<file path="src/rtl/mips_cpu_mem_pkg.sv">
// Shared types and helpers for the MIPS CPU load/store unit.
// Op encoding, FSM states, access size and alignment helpers.
package mips_cpu_mem_pkg;

  localparam int MEM_ADDR_W = 32;
  localparam int MEM_DATA_W = 32;

  typedef enum logic [3:0] {
    OP_LB  = 4'd0,
    OP_LBU = 4'd1,
    OP_LH  = 4'd2,
    OP_LHU = 4'd3,
    OP_LW  = 4'd4,
    OP_LWL = 4'd5,
    OP_LWR = 4'd6,
    OP_SB  = 4'd7,
    OP_SH  = 4'd8,
    OP_SW  = 4'd9
  } mem_op_t;

  typedef enum logic [1:0] {
    S_IDLE,
    S_BUS,
    S_RDATA,
    S_DONE
  } state_t;

  typedef enum logic [2:0] {
    SZ_B,
    SZ_H,
    SZ_W,
    SZ_WL,
    SZ_WR
  } size_t;

  function automatic logic is_load(mem_op_t op);
    return op inside {OP_LB, OP_LBU, OP_LH, OP_LHU,
                      OP_LW, OP_LWL, OP_LWR};
  endfunction

  function automatic logic is_store(mem_op_t op);
    return op inside {OP_SB, OP_SH, OP_SW};
  endfunction

  function automatic size_t op_size(mem_op_t op);
    size_t s;
    unique case (op)
      OP_LB, OP_LBU, OP_SB: s = SZ_B;
      OP_LH, OP_LHU, OP_SH: s = SZ_H;
      OP_LWL:               s = SZ_WL;
      OP_LWR:               s = SZ_WR;
      default:              s = SZ_W;
    endcase
    return s;
  endfunction

  // LWL/LWR are unaligned by design, so they never fault.
  function automatic logic misaligned(mem_op_t op, logic [1:0] k);
    logic m;
    unique case (op_size(op))
      SZ_H:    m = k[0];
      SZ_W:    m = (k != 2'b00);
      default: m = 1'b0;
    endcase
    return m;
  endfunction

endpackage

</file>
<file path="src/rtl/mips_cpu_load_align.sv">
// Load result formatter: lane select, extension and LWL/LWR merge.
// Purely combinational; fed from the latched request and bus data.
module mips_cpu_load_align
  import mips_cpu_mem_pkg::*;
(
  input  mem_op_t     op,
  input  logic [1:0]  k,
  input  logic [31:0] d,
  input  logic [31:0] rt_old,
  output logic [31:0] rdata
);

  logic [7:0]  w_byte;
  logic [15:0] w_half;
  logic [1:0]  w_kn;
  logic [31:0] w_lmask;
  logic [31:0] w_rmask;

  // Extract the addressed lane and build the merge masks.
  always_comb begin
    w_byte  = d[{k, 3'b000} +: 8];
    w_half  = k[1] ? d[31:16] : d[15:0];
    w_kn    = 2'd3 - k;
    w_lmask = ~(32'hFFFF_FFFF << {w_kn, 3'b000});
    w_rmask = ~(32'hFFFF_FFFF >> {k, 3'b000});
  end

  // Select the formatted result for the op.
  always_comb begin
    rdata = d;
    unique case (op)
      OP_LB:  rdata = {{24{w_byte[7]}}, w_byte};
      OP_LBU: rdata = {24'h0, w_byte};
      OP_LH:  rdata = {{16{w_half[15]}}, w_half};
      OP_LHU: rdata = {16'h0, w_half};
      OP_LWL: rdata = (d << {w_kn, 3'b000})
                    | (rt_old & w_lmask);
      OP_LWR: rdata = (d >> {k, 3'b000})
                    | (rt_old & w_rmask);
      default: rdata = d;
    endcase
  end

endmodule

</file>
<file path="src/rtl/mips_cpu_mem_ctrl.sv">
// CPU-side load/store unit driving an Avalon-style data port.
// One word-aligned bus access per request, one-cycle response.
module mips_cpu_mem_ctrl
  import mips_cpu_mem_pkg::*;
#(
  parameter int ADDR_W = MEM_ADDR_W,
  parameter int DATA_W = MEM_DATA_W
) (
  input  logic              clk,
  input  logic              rst_n,
  input  logic              req_valid,
  output logic              req_ready,
  input  mem_op_t           req_op,
  input  logic [ADDR_W-1:0] req_addr,
  input  logic [DATA_W-1:0] req_wdata,
  input  logic [DATA_W-1:0] req_rt_old,
  output logic              resp_valid,
  output logic [DATA_W-1:0] resp_rdata,
  output logic              resp_err,
  output logic [ADDR_W-1:0] mem_address,
  output logic              mem_read,
  output logic              mem_write,
  output logic [3:0]        mem_byteenable,
  output logic [DATA_W-1:0] mem_writedata,
  input  logic [DATA_W-1:0] mem_readdata,
  input  logic              mem_waitrequest
);

  state_t            r_state;
  state_t            w_state_nxt;
  mem_op_t           r_op;
  logic [ADDR_W-1:0] r_addr;
  logic [DATA_W-1:0] r_wdata;
  logic [DATA_W-1:0] r_rt_old;
  logic [DATA_W-1:0] r_rdata;
  logic              r_err;
  logic [1:0]        w_k;
  logic              w_accept;
  logic              w_mis;
  logic [3:0]        w_be;
  logic [DATA_W-1:0] w_wdata;
  logic [DATA_W-1:0] w_load;

  assign w_k         = r_addr[1:0];
  assign w_accept    = (r_state == S_IDLE) && req_valid;
  assign w_mis       = misaligned(req_op, req_addr[1:0]);
  assign mem_address = {r_addr[ADDR_W-1:2], 2'b00};
  assign resp_rdata  = r_rdata;
  assign resp_err    = r_err;

  mips_cpu_load_align u_align (
    .op     (r_op),
    .k      (w_k),
    .d      (mem_readdata),
    .rt_old (r_rt_old),
    .rdata  (w_load)
  );

  // State register.
  always_ff @(posedge clk) begin
    if (!rst_n) r_state <= S_IDLE;
    else        r_state <= w_state_nxt;
  end

  // Next state and bus/handshake strobes.
  always_comb begin
    w_state_nxt    = r_state;
    req_ready      = 1'b0;
    resp_valid     = 1'b0;
    mem_read       = 1'b0;
    mem_write      = 1'b0;
    mem_byteenable = 4'b0000;
    unique case (r_state)
      S_IDLE: begin
        req_ready = 1'b1;
        if (req_valid)
          w_state_nxt = w_mis ? S_DONE : S_BUS;
      end
      S_BUS: begin
        mem_read       = is_load(r_op);
        mem_write      = is_store(r_op);
        mem_byteenable = w_be;
        if (!mem_waitrequest)
          w_state_nxt = is_load(r_op) ? S_RDATA : S_DONE;
      end
      S_RDATA: w_state_nxt = S_DONE;
      S_DONE: begin
        resp_valid  = 1'b1;
        w_state_nxt = S_IDLE;
      end
      default: w_state_nxt = S_IDLE;
    endcase
  end

  // Lane enables and replicated store data.
  always_comb begin
    w_be    = 4'b1111;
    w_wdata = r_wdata;
    unique case (op_size(r_op))
      SZ_B: begin
        w_be    = 4'b0001 << w_k;
        w_wdata = {4{r_wdata[7:0]}};
      end
      SZ_H: begin
        w_be    = 4'b0011 << w_k;
        w_wdata = {2{r_wdata[15:0]}};
      end
      SZ_WL: w_be = 4'b1111 >> (2'd3 - w_k);
      SZ_WR: w_be = 4'b1111 << w_k;
      default: w_be = 4'b1111;
    endcase
  end

  assign mem_writedata = w_wdata;

  // Request latch, load result and error flag.
  always_ff @(posedge clk) begin
    if (!rst_n) begin
      r_op     <= OP_LB;
      r_addr   <= '0;
      r_wdata  <= '0;
      r_rt_old <= '0;
      r_rdata  <= '0;
      r_err    <= 1'b0;
    end else begin
      if (w_accept) begin
        r_op     <= req_op;
        r_addr   <= req_addr;
        r_wdata  <= req_wdata;
        r_rt_old <= req_rt_old;
        r_err    <= w_mis;
      end
      if (r_state == S_RDATA) r_rdata <= w_load;
      if (r_state == S_DONE)  r_err   <= 1'b0;
    end
  end

endmodule

</file>
<file path="config.mk">
export PLATFORM = sky130hd
export DESIGN_NAME = mips_cpu_mem_ctrl
export DESIGN_NICKNAME = d
export VERILOG_FILES = /design/src/rtl/mips_cpu_mem_pkg.sv /design/src/rtl/mips_cpu_load_align.sv /design/src/rtl/mips_cpu_mem_ctrl.sv
export SDC_FILE = /design/constraint.sdc
export NUM_CORES = 1
export LEC_CHECK = 0
export BUFFER_PORTS_ARGS = -buffer_cell sky130_fd_sc_hd__buf_2
export CAP_MARGIN = 20
export CORE_ASPECT_RATIO = 0.9
export CORE_MARGIN = 2
export CORE_UTILIZATION = 47
export CTS_CLUSTER_SIZE = 40
export DETAILED_ROUTE_END_ITERATION = 6
export PLACE_DENSITY = 0.81
export SYNTH_ARGS = -nofsm -noshare
export SYNTH_HDL_FRONTEND = slang
export SYNTH_HIERARCHICAL = 1
export SYNTH_SLANG_ARGS = --single-unit
</file>
<file path="constraint.sdc">
create_clock -name clk -period 1.75 [get_ports clk]
set_input_delay 0.175 -clock clk [delete_from_list [all_inputs] [get_ports clk]]
set_output_delay 0.175 -clock clk [all_outputs]
set_load 0.02 [all_outputs]
</file>
; ---- Word level (Yosys, flattened, before mapping)
; Memories as Yosys holds them, arrays and structs flattened. A register that Yosys moved wholly into a read port is not among the register bits.
; Index checks and enable logic that the tools add are counted.
[classes]
addsub = 1
n_eq_ne = 19
shifts = 9
muxes = 17
bitwise = 7
reduce_logical = 9
[op_table]
columns = operator, count
row1 = 32-bit one-hot mux with 6 select lines, 1
row2 = 32-bit AND, 2
row3 = 32-bit NOT, 2
row4 = 32-bit bitwise OR, 2
row5 = 32-bit one-hot mux with 2 select lines, 1
row6 = 32-bit by 6-bit indexed part select with 8-bit output, 1
row7 = 32-bit by 5-bit << shifter with 32-bit output, 1
row8 = "32-bit by 5-bit << shifter with 32-bit output, first input constant", 1
row9 = 32-bit by 5-bit >> shifter with 32-bit output, 1
row10 = "32-bit by 5-bit >> shifter with 32-bit output, first input constant", 1
row11 = "4-bit by 3-bit equality test with 1-bit output, second input constant", 4
row12 = 16-bit two-way mux, 1
row13 = 4-bit one-hot mux with 4 select lines, 1
row14 = 4-bit two-way mux, 3
row15 = "4-bit by 2-bit equality test with 1-bit output, second input constant", 2
row16 = "4-bit equality test, second input constant", 2
row17 = 2-bit one-hot mux with 4 select lines, 1
row18 = 7-bit nonzero test, 1
row19 = "3-bit by 1-bit equality test with 1-bit output, second input constant", 2
row20 = "3-bit by 2-bit equality test with 1-bit output, second input constant", 2
row21 = 2-bit two-way mux, 3
row22 = 1-bit two-way mux, 5
row23 = "2-bit equality test, second input constant", 2
row24 = "4-bit by 1-bit equality test with 1-bit output, second input constant", 1
row25 = other kinds (18), 19
[word_totals]
register_bits = 135
mem_bits_ro = 96
inputBits = 136
out_inout_bits = 105
elab_cells = 71
mem_count = 2
[memory_table]
columns = memory, depth, word_bits, read_ports, rd_ports_with_merged_regs, wr, line_no
row1 = (name not given), 16, 3, 1, 1, 0, mips_cpu_mem_pkg.sv:47  ; unique case (op)
row2 = (name not given), 16, 3, 1, 0, 0, mips_cpu_mem_pkg.sv:47

; ---- Logic depth before layout (Yosys ltp)
; Gate-level depths: netlist of the first run.
[logic_depth]
ltp_word = 6
depth_mapped = 9
depth_no_buf = 8

; ---- Modules after synthesis
; Netlist of the first run, hierarchy kept.
[by_module_without_submodules]
columns = mod, instances, cells_per_inst, area_per_inst_um2
row1 = mips_cpu_mem_ctrl, 1, 693, 6049.6
row2 = mips_cpu_load_align, 1, 247, 2006.9

; ---- Worst setup path before layout of the first run
; No wires, ideal clock.
[synth_timing]
path_kind = register to register
start = register r_state[0]
end = register with a tool-made name
setup_time_ns = 0.079
arrival_time_ns = 1.829
required_time_ns = 1.671
setup_slack_ns = -0.158
path_stages_with_launch = 8
n_path_buf = 0
synth_period_minus_slack_ns = 1.908
cell_sequence = dfxtp_1 -> inv_1 -> ha_1 -> and4_1 -> a31oi_4 -> inv_2 -> or4_1 -> o211ai_1
[synth_lines]
columns = element, line_no
row1 = "start, declared", mips_cpu_mem_ctrl.sv:29  ; state_t r_state;
row2 = "start signal, assigned", mips_cpu_mem_ctrl.sv:62  ; else r_state <= w_state_nxt;

; ---- Worst setup path after layout of the first run
[layout_timing]
start = register r_addr[0]
end = register r_rdata[4], in the netlist resp_rdata[4]
[layout_between]
elab_chain_len = 6
[layout_rtl]
columns = element, line_no
row1 = "start, declared", mips_cpu_mem_ctrl.sv:32  ; logic [ADDR_W-1:0] r_addr;
row2 = "start signal, assigned", mips_cpu_mem_ctrl.sv:128  ; r_addr <= req_addr;
row3 = 2-bit subtractor, mips_cpu_load_align.sv:23  ; w_kn = 2'd3 - k;
row4 = 32-bit by 5-bit << shifter with 32-bit output, mips_cpu_load_align.sv:24  ; w_lmask = ~(32'hFFFF_FFFF << {w_kn, 3'b000});
row5 = 32-bit NOT, mips_cpu_load_align.sv:24
row6 = 32-bit AND, mips_cpu_load_align.sv:37  ; | (rt_old & w_lmask);
row7 = 32-bit bitwise OR, mips_cpu_load_align.sv:37
row8 = 32-bit one-hot mux with 6 select lines *, mips_cpu_load_align.sv:31  ; unique case (op)
row9 = via w_load[4], mips_cpu_mem_ctrl.sv:42  ; logic [DATA_W-1:0] w_load;
row10 = "end signal, assigned", mips_cpu_mem_ctrl.sv:133  ; if (r_state == S_RDATA) r_rdata <= w_load;
row11 = "end, declared", mips_cpu_mem_ctrl.sv:35  ; logic [DATA_W-1:0] r_rdata;
; Mark *: on every way through the listed nets, which the timed path passes. The rest lies on a longest branch.
; A chain may end at the register's enable or synchronous reset.

==> reports/results.ini, run 1 <==
[run_status]
violations = setup timing
status = complete, but fails checks

[clocking]
clockBufferDepth = 2
htree_num_levels = 4
clkTransAtPathRegs_ns = 0.06
cts_tree = built
cts_root_buf = clkbuf_16
cts.sinks = 138
cts_buffers = 17
clock_latency_ns = 0.42

[synthesis]
synth.top_cell.area_share_pct = 34.3
yosysSeqAreaShare_pct = 34.3
synth_cell_types = 57
synth.area.top_cells = dfxtp_1 (34%), mux2i_1 (11%), nand2_1 (10%)
synthCells = 940
syn_area_mm2 = 0.00806
synth_top_area_cell = dfxtp_1
synth_edf_count = 0
ys_ff_latch = 138
synthesis.area_per_instance_um2 = 8.57
yosysWarnings = 6
ys.flop_type = dfxtp_1
synthArstFlopShare_pct = 0

[place]
place_congestion = 0.924
port_buffers = 238
place_area_mm2 = 0.00946
hpwl_um = 16900
place_inst = 1329

[final_layout]
syn_to_final_growth_pct = 46.9
fin_area_mm2 = 0.0118
finalNetCount = 1365
fin_cells = 1450
drive_gt1_share_pct = 41.6

[setup_path]
setup.worst_path.start_class = flop
endpoint_kind = flop
timing.rr.end = resp_rdata[4]$_SDFFE_PN0N_
r2r_slack_ns = -0.29
worstPathMaxFanout = 6
rr_startpoint = r_addr[0]$_SDFFE_PN0P_
arrival_ns = 2.34
path_class = flop to flop
startpoint = r_addr[0]$_SDFFE_PN0P_
reg2regPathDepth = 9
crit_required_ns = 2.05

[floorplanning]
die_h_um = 128
row_count = 45
initial_utilization_pct = 47.9
die_area_mm2 = 0.0182
io_pins = 241
core-area_mm2 = 0.0168
die_w_um = 142

[min_path]
hold_class = input port to flop
hold_path_end = r_rt_old[10]$_SDFFE_PN0P_
worstHoldStart = req_rt_old[10]
hold_depth = 3

[timing]
clock_skew_ns = 0.00954
hold_viol = 0
slew_headroom_pct = 49.8
rsz0062_at_grt = yes
max_clock_freq_mhz = 490
finalCritPeriodShare_pct = 117
setup_viol = 59
period_minus_slack_ns = 2.04
fin_ws_ns = -0.289
worstMarginPinSlew_ns = 0.753
holdWs_ns = 0.00946
report.final.slew_viol_count = 0

[job]
cap_violations = 0

[drt]
wl_um = 30300
ant_nets = 0
wire_per_inst_um = 20.9
first_pass_iters = 6
drc = 0
drtIter0Drc = 876
num_vias = 8648
routed_via_density = 5.96

[global_routing]
grt_util_all_layers_pct = 30.0
antenna_found_initial = 4
grt_pass1_vias = 8009
grt-ovfl-total = 0
grt_pass1_wl_um = 42700
grt_max_degree = 97

[pwr]
ir_drop_v = 0.000965
power.leakage_nw = 4.94
power.density_mw_per_mm2 = 1360

sequential cells by signal, indices dropped and copies added (netlist names), named ones only:
register,cells
r_addr,32
r_rt_old,32
r_wdata,32
resp_rdata,32
r_op,4
r_state,2
resp_err,1
layout by cell type (no fill, tap or decap), types with 4 or more instances in the layout:
cell           count
nand2_1          217
buf_2            208
dfxtp_1          129
a21boi_0          97
mux2i_1           67
buf_4             59
nor2_1            44
dlygate4sd3_1     42
buf_6             39
nor2b_1           34
a21oi_2           25
mux2_4            21
mux2i_4           19
clkbuf_16         19
buf_12            18
o211ai_1          16
mux4_2            16
a31oi_1           12
o22ai_1            9
a21oi_1            9
a221o_1            8
nor2_4             7
inv_1              7
a22oi_2            7
nor2_2             5
mux2i_2            5
dfxtp_2            5
inv_2              4
a31oi_4            4
a22oi_1            4
dfxtp_4            4
worst max-delay path, stage by stage (launching register included):
cell	delay (ns)
dfxtp_4	0.37
buf_12	0.14
buf_4	0.13
buf_12	0.13
buf_4	0.12
mux2i_4	0.30
mux2i_4	0.13
a221o_1	0.32
mux2i_1	0.17
nor2b_1	0.08
per-layer routing:
metal  track usage, %  routed length (µm)
met5                0                   7
met4             14.2                1590
met3             9.41                3230
met2             48.0               14200
met1             36.8               11300
cells in the mapped netlist, types with 2 or more instances:
library cell	instances
inv_1	9
o22ai_1	9
buf_2	20
mux4_2	16
nor2_2	2
nand4_1	2
nor3b_1	2
o211ai_1	16
a21oi_1	27
mux2i_1	91
inv_2	2
mux2_2	24
a31oi_4	2
and4_1	2
buf_4	44
a221o_1	8
nand2_1	218
a22oi_1	10
buf_6	4
ha_1	5
buf_1	5
a211oi_4	2
nor2_1	54
nor2b_1	34
o21ai_0	3
nand3_1	2
a21oi_2	10
a21boi_0	98
and2_1	2
dfxtp_1	138
clkbuf_1	38
a31oi_1	16
cell families (layout without fill, tap and decap cells):
logic type | after synthesis | in the layout | synth area share (%)
compound gates | 212 | 212 | 19.8
simple gates | 329 | 329 | 17.4
buf+inv | 123 | 419 | 8.46
other cells | 1 | 4 | 0.0465
xor+xnor | 1 | 1 | 0.109
mux | 131 | 131 | 19.1
flops | 138 | 138 | 34.3
fa+ha+maj | 5 | 5 | 0.777
what timing repair did:
action,CTS,global route
hold endpoints to repair,42,0
hold buffers,42,0
resized for setup,99,121
pin swaps,22,24
endpoints found under the setup margin,48,61
gates cloned,5,2
buffers inserted,17,25
worst max path at each step:
stage                                              to  slack [ns]  cells past startpoint
after global routing      resp_rdata[18]$_SDFFE_PN0N_       -0.33                      8
after global placement     resp_rdata[0]$_SDFFE_PN0N_      -0.006                      7
after detailed placement   resp_rdata[0]$_SDFFE_PN0N_       -0.05                      7
final                      resp_rdata[4]$_SDFFE_PN0N_       -0.29                      9
after floorplan           resp_rdata[22]$_SDFFE_PN0N_       -0.03                      8
after CTS                           mem_writedata[13]       -0.15                      5
area by class of cell:
class                           instances  area [µm²]
Multi-Input combinational cell        680        5250
Fill cell                            1117        5000
Timing Repair Buffer                  375        2910
Sequential cell                       138        2780
Clock buffer                           18         439
Tap cell                              211         264
Clock inverter                         14         138
Inverter                               12        45.0
Antenna cell                            2        5.00
power by group:
part / internal, mW / total, mW / switching (mW)
Combinational: 3.74 / 8.20 / 4.45
Clock: 2.03 / 3.55 / 1.53
Sequential: 3.79 / 4.32 / 0.535
stage by stage:
| stage | util [%] | TNS, ns | total power [mW] | worst slack (ns) |
|---|---|---|---|---|
| after floorplan | - | -0.112 | 8.54 | -0.0285 |
| after global placement | 56.2 | -0.00563 | 10.3 | -0.00563 |
| after detailed placement | 56.2 | -0.219 | 10.5 | -0.0515 |
| after CTS | 66.2 | -3.27 | 14.9 | -0.152 |
| after global routing | 70.3 | -11.26 | 16.7 | -0.334 |
| final | 70.3 | -8.14 | 16.1 | -0.289 |
Note: power is estimated with default switching activity, not from simulation.
==> inputs of run 2 (changes only) <==
--- a/config.mk
+++ b/config.mk
@@ -9,10 +9,11 @@
 export CAP_MARGIN = 20
 export CORE_ASPECT_RATIO = 0.9
 export CORE_MARGIN = 2
-export CORE_UTILIZATION = 47
+export CORE_UTILIZATION = 49
+export CTS_BUF_LIST = sky130_fd_sc_hd__clkbuf_2 sky130_fd_sc_hd__clkbuf_4 sky130_fd_sc_hd__clkbuf_8
 export CTS_CLUSTER_SIZE = 40
 export DETAILED_ROUTE_END_ITERATION = 6
-export PLACE_DENSITY = 0.81
+export PLACE_DENSITY = 0.84
 export SYNTH_ARGS = -nofsm -noshare
 export SYNTH_HDL_FRONTEND = slang
 export SYNTH_HIERARCHICAL = 1
==> run 2 against run 1 <==
Compared with the run above: the run ends with DRC, setup timing left; global-route usage increased by 1.9 points; design area increased by 2.5%; sequential cell count unchanged; combinational power increased by 3.7%; via count increased by 10%; largest power group unchanged; highest routed layer is now met4.
==> reports/results.ini, run 2 (same netlist as run 1, synthesis figures left out) <==
[run_status]
status = complete, but fails checks
violations = DRC, setup timing

[drt]
drtIter0Drc = 1287
ant_nets = 0
first_pass_iters = 7
wl_um = 35500
routed_via_density = 6.38
wire_per_inst_um = 23.7
drc = 1
num_vias = 9556

[setup_path]
worstPathMaxFanout = 4
arrival_ns = 2.56
path_class = flop to flop
endpoint_kind = flop
slowest_delay_ns = 0.38
setup.worst_path.start_class = flop
path_buf_inv = 4
crit_chain = buf_12, buf_12, clkbuf_16, buf_12, mux2i_4, mux2i_2, a22oi_2, a21oi_2, mux2i_1, nor2b_1
crit_required_ns = 2.11
crit_family = buffers and inverters
path_common_cell = buf_12
crit_slowest_cell = dfxtp_4

[timing]
period_minus_slack_ns = 2.20
setup_viol = 61
rsz0062_at_grt = yes
holdWs_ns = 0.0134
slew_headroom_pct = 58.0
hold_viol = 0
clock_skew_ns = 0.0265
report.final.slew_viol_count = 0
fin_ws_ns = -0.451
worstMarginPinSlew_ns = 0.629
finalCritPeriodShare_pct = 126
max_clock_freq_mhz = 454

[place]
place_congestion = 0.916
hpwl_um = 17000
preCtsSetupSlack_ns = -0.243
port_buffers = 238

[global_routing]
grt_max_degree = 98
grt_util_all_layers_pct = 31.9
grt_pass1_wl_um = 44700
grt-ovfl-total = 0
antenna_found_initial = 0
grt_pass1_vias = 8581

[floorplanning]
core-area_mm2 = 0.0161
row_count = 44
die_area_mm2 = 0.0175
die_w_um = 139
die_h_um = 126
initial_utilization_pct = 49.9
io_pins = 241

[clocking]
clock_latency_ns = 0.48
cts.sinks = 138
cts_root_buf = clkbuf_8
cts_buffers = 17
clkTransAtPathRegs_ns = 0.10
cts_tree = built
htree_num_levels = 4
clockBufferDepth = 2

[final_layout]
finish.utilization_pct = 75.2
final_cell_mix = nand2_1 (218), buf_2 (214), dfxtp_1 (127)
syn_to_final_growth_pct = 50.6
finalNetCount = 1419
diodes = 0
regArea_mm2 = 0.00279
multi_input_area_mm2 = 0.00517
final_common_cell = nand2_1
drive_gt1_share_pct = 40.0
fillers = 948

[pwr]
ir_drop_v = 0.000762
comb_power_share_pct = 54.2
p_seq_share_pct = 27.7
power_switching_mw = 6.76
power.density_mw_per_mm2 = 1290
power.leakage_nw = 5.05
netSwitchingFraction_pct = 43.1
p_clk_share_pct = 18.1
design_power_total_mw = 15.7
internal_power_mw = 8.93

[min_path]
hold_class = input port to flop

[job]
cap_violations = 0

==> run 2: final timing paths <==
kind                            startpoint                           to  slack (ns)  depth (start not counted)
setup / recovery    r_addr[0]$_SDFFE_PN0P_  resp_rdata[24]$_SDFFE_PN0N_       -0.45                         10
hold / removal               req_rt_old[6]     r_rt_old[6]$_SDFFE_PN0P_        0.01                          3
setup reg to reg    r_addr[0]$_SDFFE_PN0P_  resp_rdata[24]$_SDFFE_PN0N_       -0.45                         10
hold reg to reg   r_rt_old[5]$_SDFFE_PN0P_     r_rt_old[5]$_SDFFE_PN0P_        0.47                          2
==> run 2: layer usage <==
layer / track usage [%] / part of all wire [%] / up-vias
li1: - / - / 3891
met1: 37.8 / 34 / 4402
met2: 52.3 / 45 / 937
met3: 9.01 / 12 / 326
met4: 18.1 / 8.2 / 0
met5: 0 / 0 / -
==> run 2: per-stage QoR <==
| stage | cells | area (µm²) | setup TNS (ns) |
|---|---|---|---|
| finish | 1498 | 12100 | -10.73 |
| global route | 1498 | 12100 | -12.97 |
| CTS | 1464 | 11300 | -5.81 |
| detailed placement | 1326 | 9440 | -3.88 |
| global placement | 1326 | 9440 | -2.11 |
| floorplan | 941 | 8110 | -0.112 |
==> run 2: area by class of cell <==
cell class	instances	share of cell area, %
Clock buffer	20	2.22
Clock inverter	12	1.14
Inverter	12	0.402
Multi-Input combinational cell	680	42.6
Sequential cell	138	23.0
Tap cell	207	2.13
Timing Repair Buffer	429	28.5
==> run 2: worst reg2reg max path, delay by kind of cell, from the launching register on <==
kind                   cells  cell delay [ns]
muxes                      3             0.53
DFF                        1             0.38
buffers and inverters      4             0.56
and+or+nand+nor            1             0.32
AOI/OAI and AO/OA          2             0.30
==> run 2: power groups by stage <==
stage | logic (mW) | clock network [mW] | registers [mW]
after floorplan | 4.14 | 0 | 4.40
after global placement | 6.00 | 0 | 4.27
after detailed placement | 6.16 | 0 | 4.30
after CTS | 6.96 | 2.79 | 4.24
after global routing | 8.79 | 2.97 | 4.39
final | 8.50 | 2.84 | 4.35
==> run 2: timing repair <==
| action | CTS | global route |
|---|---|---|
| cloned | 2 | 6 |
| hold buffers | 94 | 0 |
| setup buffers | 10 | 30 |
| hold endpoints to repair | 94 | 0 |
| pin swaps | 9 | 24 |
| endpoints found under the setup margin | 63 | 113 |
| resized for setup | 90 | 105 |
==> inputs of run 3 (changes only) <==
--- a/config.mk
+++ b/config.mk
@@ -9,7 +9,7 @@
 export CAP_MARGIN = 20
 export CORE_ASPECT_RATIO = 0.9
 export CORE_MARGIN = 2
-export CORE_UTILIZATION = 49
+export CORE_UTILIZATION = 52
 export CTS_BUF_LIST = sky130_fd_sc_hd__clkbuf_2 sky130_fd_sc_hd__clkbuf_4 sky130_fd_sc_hd__clkbuf_8
 export CTS_CLUSTER_SIZE = 40
 export DETAILED_ROUTE_END_ITERATION = 6
==> constraint.sdc (replaced) <==
create_clock -name clk -period 2.41 [get_ports clk]
set_input_delay 0.241 -clock clk [delete_from_list [all_inputs] [get_ports clk]]
set_output_delay 0.241 -clock clk [all_outputs]
set_load 0.02 [all_outputs]
==> run 3 against run 2 <==
Compared with the run above: the run now ends clean; largest power group unchanged; critical path depth is 6 lower; first-iteration DRC count is 44% lower; largest cell class unchanged; non-clock buffer count is 158 lower; clock power is 33% lower; register-to-register slack better by 0.65 ns.
==> reports/results.ini, run 3 (same netlist as run 1, synthesis figures left out) <==
[setup_path]
r2r_slack_ns = 0.20
path_class = flop to output pin
crit_required_ns = 2.17
setup.worst_path.start_class = flop
reg2regPathDepth = 6
timing.rr.end = resp_rdata[14]$_SDFFE_PN0N_
endpoint_kind = output pin
rr_startpoint = r_addr[0]$_SDFFE_PN0P_
arrival_ns = 2.01
worstPathMaxFanout = 8

[clocking]
cts_setup_buffers = 0
cts.sinks = 138
htree_num_levels = 4
cts_root_buf = clkbuf_8
clockBufferDepth = 2
cts_tree = built
clock_latency_ns = 0.45
cts_buffers = 17
clkTransAtPathRegs_ns = 0.09

[floorplanning]
die_w_um = 135
initial_utilization_pct = 52.7
die_area_mm2 = 0.0165
io_pins = 241
core-area_mm2 = 0.0153
die_h_um = 122
row_count = 43

[final_layout]
finalNetCount = 1261
final_cell_mix = buf_2 (237), nand2_1 (218), dfxtp_1 (136)
fin_area_mm2 = 0.00961
fillers = 1315
drive_gt1_share_pct = 32.3
syn_to_final_growth_pct = 19.3
final_common_cell = buf_2

[place]
place_congestion = 0.900
place_area_mm2 = 0.00913
port_buffers = 238
hpwl_um = 16600
preCtsSetupSlack_ns = 0.289

[timing]
finalCritPeriodShare_pct = 93.4
max_clock_freq_mhz = 444
slew_headroom_pct = 43.1
setup_tns_ns = 0
report.final.slew_viol_count = 0
worstMarginPinSlew_ns = 0.853
period_minus_slack_ns = 2.25
fin_ws_ns = 0.160
setup_viol = 0
clock_skew_ns = 0.0109
hold_viol = 0
rsz0062_at_grt = no
holdWs_ns = 0.0250

[global_routing]
grt_pass1_vias = 7047
grt_util_all_layers_pct = 27.8
grt-ovfl-total = 0
grt_max_degree = 85
grt_pass1_wl_um = 35900
antenna_found_initial = 5

[pwr]
power.leakage_nw = 4.10
power.density_mw_per_mm2 = 962
ir_drop_v = 0.000553

[drt]
drtIter0Drc = 716
drc = 0
num_vias = 7496
routed_via_density = 5.60
first_pass_iters = 6
wire_per_inst_um = 17.3
ant_nets = 0
wl_um = 23100

[min_path]
hold_depth = 3
worstHoldStart = req_addr[31]
hold_path_end = r_addr[31]$_SDFFE_PN0P_
hold_class = input port to flop

[job]
cap_violations = 0

[run_status]
status = finished, final reports clean

-- run 3: final cells by class --
type,count,area (µm²),area share (%)
sequential,138,2770,28.8
multi-input combinational,680,4630,48.1
clock buffer,17,234,2.43
antenna,3,7.51,0.0781
timing repair buffer,271,1520,15.9
clock inverter,15,159,1.65
tap,202,253,2.63
inverter,12,45.0,0.469
-- run 3: how the worst max path moves through the flow --
| stage | start | to | slack [ns] |
|---|---|---|---|
| floorplan | r_state[0]$_SDFFE_PN0P_ | flop | 0.50 |
| global placement | r_addr[0]$_SDFFE_PN0P_ | resp_rdata[12]$_SDFFE_PN0N_ | 0.40 |
| detailed placement | r_addr[0]$_SDFFE_PN0P_ | resp_rdata[14]$_SDFFE_PN0N_ | 0.29 |
| CTS | r_addr[1]$_SDFFE_PN0P_ | mem_byteenable[2] | 0.15 |
| global route | r_addr[1]$_SDFFE_PN0P_ | mem_byteenable[2] | 0.04 |
| finish | flop | mem_writedata[13] | 0.16 |
-- run 3: per-layer routing --
| layer | GRT usage, % | share of wire (%) | up-vias | wire length [µm] |
|---|---|---|---|---|
| met2 | 44.7 | 46 | 381 | 10700 |
| li1 | - | - | 3592 | - |
| met1 | 34.6 | 41 | 3467 | 9420 |
| met4 | 9.64 | 2.3 | 6 | 525 |
| met3 | 10.2 | 11 | 50 | 2440 |
| met5 | 0 | 0.18 | - | 41 |
-- run 3: stage by stage --
step                cells  power [mW]  utilization, %
floorplan             941        6.16               -
global placement     1295        7.23            59.7
detailed placement   1295        7.32            59.7
CTS                  1332        9.24            62.7
global route         1335        9.79            62.9
finish               1338        9.25            62.9
-- run 3: power breakdown --
group,internal [mW],total [mW],switching [mW],leakage (nW)
sequential,2.74,3.12,0.379,1.13
clock,0.855,1.90,1.05,0.195
combinational,1.68,4.22,2.54,2.78
-- run 3: repair_timing --
item                       4_1_cts  5_1_grt
setup endpoints to repair        1        0
hold buffers                     5        3
hold endpoints to repair         5        3
resized for setup                1        0
-- run 3: worst max-delay path, cell delays in order, from the launching register on --
cell,delay (ns)
dfxtp_1,0.39
or2_2,0.35
nor2_4,0.27
mux2_2,0.38
buf_2,0.16
